<file path="src/rtl/count_change_reporter_pkg.sv">
// rtl/count_change_reporter_pkg.sv - shared defaults and handshake state type for the count change reporter
package count_change_reporter_pkg;

    localparam int DEF_W     = 4;
    localparam int DEF_DEPTH = 4;

    typedef enum logic {
        S_IDLE = 1'b0,
        S_ACK  = 1'b1
    } hs_state_t;

endpackage

</file>
<file path="src/rtl/count_change_reporter_fifo.sv">
// rtl/count_change_reporter_fifo.sv - circular-buffer FIFO holding count changes awaiting the consumer
module count_fifo
    import count_change_reporter_pkg::*;
#(
    parameter int W     = DEF_W,
    parameter int DEPTH = DEF_DEPTH
) (
    input  logic         clock,
    input  logic         reset_,
    input  logic         push,
    input  logic [W-1:0] din,
    input  logic         pop,
    output logic [W-1:0] dout,
    output logic         empty,
    output logic         full
);

    localparam int AW = $clog2(DEPTH);
    localparam int CW = AW + 1;
    localparam logic [CW-1:0] FULL_CNT = CW'(DEPTH);

    logic [W-1:0]  r_mem [DEPTH];
    logic [AW-1:0] r_wr_ptr;
    logic [AW-1:0] r_rd_ptr;
    logic [CW-1:0] r_cnt;
    logic          w_wr_en;
    logic          w_rd_en;

    assign empty   = (r_cnt == '0);
    assign full    = (r_cnt == FULL_CNT);
    assign w_rd_en = pop && !empty;
    // A pop on the same edge frees a slot, so a push into a full FIFO is still accepted.
    assign w_wr_en = push && (!full || w_rd_en);
    assign dout    = r_mem[r_rd_ptr];

    always_ff @(posedge clock) begin
        if (w_wr_en) begin
            r_mem[r_wr_ptr] <= din;
        end
    end

    always_ff @(posedge clock) begin
        if (!reset_) begin
            r_wr_ptr <= '0;
            r_rd_ptr <= '0;
            r_cnt    <= '0;
        end else begin
            if (w_wr_en) begin
                r_wr_ptr <= r_wr_ptr + 1'b1;
            end
            if (w_rd_en) begin
                r_rd_ptr <= r_rd_ptr + 1'b1;
            end
            case ({w_wr_en, w_rd_en})
                2'b10:   r_cnt <= r_cnt + 1'b1;
                2'b01:   r_cnt <= r_cnt - 1'b1;
                default: r_cnt <= r_cnt;
            endcase
        end
    end

endmodule

</file>
<file path="src/rtl/count_change_reporter.sv">
// rtl/count_change_reporter.sv - queues every change of the detector count and offers it over a 4-phase dav_/rfd handshake
module count_change_reporter
    import count_change_reporter_pkg::*;
#(
    parameter int W     = DEF_W,
    parameter int DEPTH = DEF_DEPTH
) (
    input  logic         clock,
    input  logic         reset_,
    input  logic [W-1:0] z3_z0,
    output logic [W-1:0] data,
    output logic         dav_,
    input  logic         rfd,
    output logic         ovf
);

    hs_state_t    r_state;
    logic [W-1:0] r_prev;
    logic         w_push;
    logic         w_pop;
    logic [W-1:0] w_head;
    logic         w_empty;
    logic         w_full;

    assign w_push = (z3_z0 != r_prev);
    assign w_pop  = (r_state == S_ACK) && !rfd;

    count_fifo #(
        .W     (W),
        .DEPTH (DEPTH)
    ) u_fifo (
        .clock  (clock),
        .reset_ (reset_),
        .push   (w_push),
        .din    (z3_z0),
        .pop    (w_pop),
        .dout   (w_head),
        .empty  (w_empty),
        .full   (w_full)
    );

    always_ff @(posedge clock) begin
        if (!reset_) begin
            r_prev  <= '0;
            data    <= '0;
            dav_    <= 1'b1;
            ovf     <= 1'b0;
            r_state <= S_IDLE;
        end else begin
            // PREV follows the input even when the push is dropped.
            r_prev <= z3_z0;
            if (w_push && w_full && !w_pop) begin
                ovf <= 1'b1;
            end
            case (r_state)
                S_IDLE: begin
                    if (!w_empty && rfd) begin
                        data    <= w_head;
                        dav_    <= 1'b0;
                        r_state <= S_ACK;
                    end
                end
                S_ACK: begin
                    if (!rfd) begin
                        dav_    <= 1'b1;
                        r_state <= S_IDLE;
                    end
                end
                default: r_state <= S_IDLE;
            endcase
        end
    end

endmodule

</file>
<file path="config.mk">
export PLATFORM = sky130hd
export DESIGN_NAME = count_change_reporter
export DESIGN_NICKNAME = d
export VERILOG_FILES = /design/src/rtl/count_change_reporter_pkg.sv /design/src/rtl/count_change_reporter_fifo.sv /design/src/rtl/count_change_reporter.sv
export SDC_FILE = /design/constraint.sdc
export NUM_CORES = 1
export LEC_CHECK = 0
export CORE_MARGIN = 8
export CORE_UTILIZATION = 55
export CTS_CLUSTER_DIAMETER = 100
export DETAILED_ROUTE_END_ITERATION = 12
export PLACE_DENSITY_LB_ADDON = 0.3
export SLEW_MARGIN = 40
export SYNTH_ARGS = -nofsm -noshare
export SYNTH_HDL_FRONTEND = slang
export SYNTH_SLANG_ARGS = --single-unit
</file>
<file path="constraint.sdc">
create_clock -name clock -period 3.4 [get_ports clock]
set_clock_uncertainty 0.2 [all_clocks]
set_input_delay 0.51 -clock clock [delete_from_list [all_inputs] [get_ports clock]]
set_output_delay 0.51 -clock clock [all_outputs]
set_load 0.1 [all_outputs]
</file>
==> reports/metrics.cfg <==
[sta]
timing.final.crit_share = 0.858
hold_slack_ns = 0.294
tns_ns = 0
rsz0062_at_grt = false
finalMaxSlewViolations = 0
slew_headroom = 0.608
max_freq_mhz = 343
worst_slew_pin_slew_ns = 0.586
finalSetupViolCount = 0
hold_viol_final = 0
fin_crit_ns = 2.92

[clocking]
cts_hold_buf = 0
clk_latency_ns = 0.33
root_buffer = clkbuf_4
cts_max_path_buffers = 2
clkSinkCount = 34
clk_pin_slew_ns = 0.10
cts_resized = 0
htree_levels = 2
cts_tree = done
cts_buffers = 5
post-cts-setup-buffers = 0

[final_layout]
multi_input_area_sq_um = 554
antenna_cells = 0
post_route_cells_drive_above_1_share = 0.183
syn_to_final_growth_pct = 13.3
fillers = 194
seq_area_sq_um = 841
final_net_count = 138

[power_and_ir_drop]
p_per_area_nw_per_um2 = 673
ir_drop_mv = 0.503
power.leakage_nw = 0.643

[yosys]
syn_area_per_cell_sq_um = 13.3
netlist_instances = 108
synth_seq_cells = 34
synthTopCellsByArea = edfxtp_1 33%, dfxtp_1 25%, mux4_2 6.3%, and2_1 4.8%, ha_1 4.3%
synth_area_leader_cell = edfxtp_1
yosysUniqueCellTypes = 30
syn_nets = 121
synthArstFlopShare = 0
synth_edf_count = 16
ys_seq_area_frac = 0.583
synth_top_area_share = 0.333
synthFlopType = dfxtp_1
syn_area_sq_um = 1440
yosys_warnings = 0

[flow_run]
maxCapViolCount = 0

[detailed_routing]
drtIter0Drc = 14
ant_nets = 0
drtPass1Iterations = 4
vias = 811
drc = 0
via_per_inst = 5.20
wl_per_cell_um = 13.8
postRouteWirelength_um = 2160

[global_route]
grt_pass1_vias = 904
antenna_found_initial = 0
grt_usage = 0.118
overflow = 0
grt_pass1_wl_um = 3900
grt_max_degree = 21

[floorplanning]
core_region_area_sq_um = 2480
die-width_um = 67.2
core.rowCount = 18
ios = 13
die_h_um = 67.2
start_util = 0.582
design.die.area_sq_um = 4510

[setup_path]
crit_arrival_ns = 2.97
worstSetupPathType = in -> reg
crit_required_ns = 3.46
setup.worst_path.end_class = flop
cp_max_fo = 6
start_kind = primary input

[placement]
portBuffers = 12
dp_hpwl_um = 1620
gp_congestion = 0.688

[hold_path]
hold_path.class = reg -> reg

[outcome]
status = finished clean

-- metrics by stage --
stage / util / instances / setup slack, ns / power, mW / cell area [sq um]
floorplan: - / 108 / 0.791 / 0.810 / 1440
global placement: 0.637 / 148 / 0.267 / 0.874 / 1580
detailed placement: 0.635 / 148 / 0.135 / 0.886 / 1570
CTS: 0.659 / 156 / 0.498 / 1.11 / 1630
global route: 0.659 / 156 / 0.346 / 1.16 / 1630
finish: 0.659 / 156 / 0.483 / 1.10 / 1630
-- registers in the layout (all words and copies together), names as in the netlist --
name             cells
u_fifo.r_mem        16
data                 4
r_prev               4
u_fifo.r_cnt         3
u_fifo.r_rd_ptr      2
u_fifo.r_wr_ptr      2
dav_                 1
ovf                  1
r_state              1
-- layer usage --
layer / wire (um) / track usage / vias to the layer above
met2: 1060 / 0.204 / 17
met5: 0 / 0 / -
met1: 916 / 0.120 / 384
li1: - / - / 403
met4: 59 / 0.0705 / 0
met3: 122 / 0.0414 / 7
-- worst paths after layout --
check	slack, ns	to	depth (start not counted)	startpoint
worst max-delay path	0.48	u_fifo.r_cnt[2]$_SDFFE_PN0P_	11	z3_z0[1]
worst min-delay path	0.29	ovf$_SDFFE_PN0P_	1	ovf$_SDFFE_PN0P_
worst max register to register	0.92	u_fifo.r_cnt[2]$_SDFFE_PN0P_	10	r_prev[1]$_SDFF_PN0_
worst min register to register	0.29	ovf$_SDFFE_PN0P_	1	ovf$_SDFFE_PN0P_
-- cell type report --
cell class / count / share of cell area
well taps: 30 / 0.0230
clock inverters: 1 / 0.00307
repair buffers: 13 / 0.0674
clock buffers: 7 / 0.0337
flip-flops and latches: 34 / 0.515
inverters: 8 / 0.0184
multi-input cells: 63 / 0.339
-- cells in the final DEF (no fill, tap or decap), drive strengths merged --
master and n:
a21boi 1, a21oi 1, a31oi 1, and2 12, buf 7, clkbuf 7
clkdlybuf4s50 6, clkinv 1, dfxtp 18, edfxtp 16, fa 1, ha 5
inv 8, mux2i 6, mux4 4, nand2 6, nand2b 1, nand3 1
nor2 3, nor2b 4, nor3 1, nor3b 2, nor4 1, o211ai 1
o21a 1, o21ai 2, or3 1, xnor2 1, xor2 7
-- power by group --
| group | internal [mW] | leakage (nW) | total (mW) | switching [mW] |
|---|---|---|---|---|
| Combinational | 0.114 | 0.310 | 0.328 | 0.214 |
| Clock | 0.100 | 0.0353 | 0.227 | 0.127 |
| Sequential | 0.504 | 0.298 | 0.544 | 0.0397 |
| Total | 0.718 | 0.643 | 1.10 | 0.380 |
-- cell usage after synthesis (2+ instances only) --
cell	instances
and2_1	11
dfxtp_1	18
edfxtp_1	16
ha_1	5
inv_1	8
mux2i_1	6
mux4_2	4
nand2_1	6
nor2_1	3
nor2b_1	4
o21ai_0	2
xor2_1	7
-- critical path, cell delays in order --
cell and delay (ns):
clkdlybuf4s50_1 0.51, xor2_1 0.21, nor4_2 0.36, a31oi_2 0.08, inv_1 0.07, ha_1 0.17
inv_1 0.06, fa_1 0.37, xor2_1 0.16, or3_1 0.30, a21boi_0 0.17
-- cell families (layout without fill, tap and decap cells) --
family                   count (synthesis)  count (layout)  synth area share
XOR/XNOR                                 8               8            0.0486
AO/OA/AOI/OAI                            7               7            0.0347
buffers and inverters                   11              29            0.0321
AND/OR/NAND/NOR                         32              32             0.140
flip-flops                              34              34             0.583
adder cells (fa/ha/maj)                  6               6            0.0573
multiplexers                            10              10             0.104
Note: power is estimated with default switching activity, not from simulation.
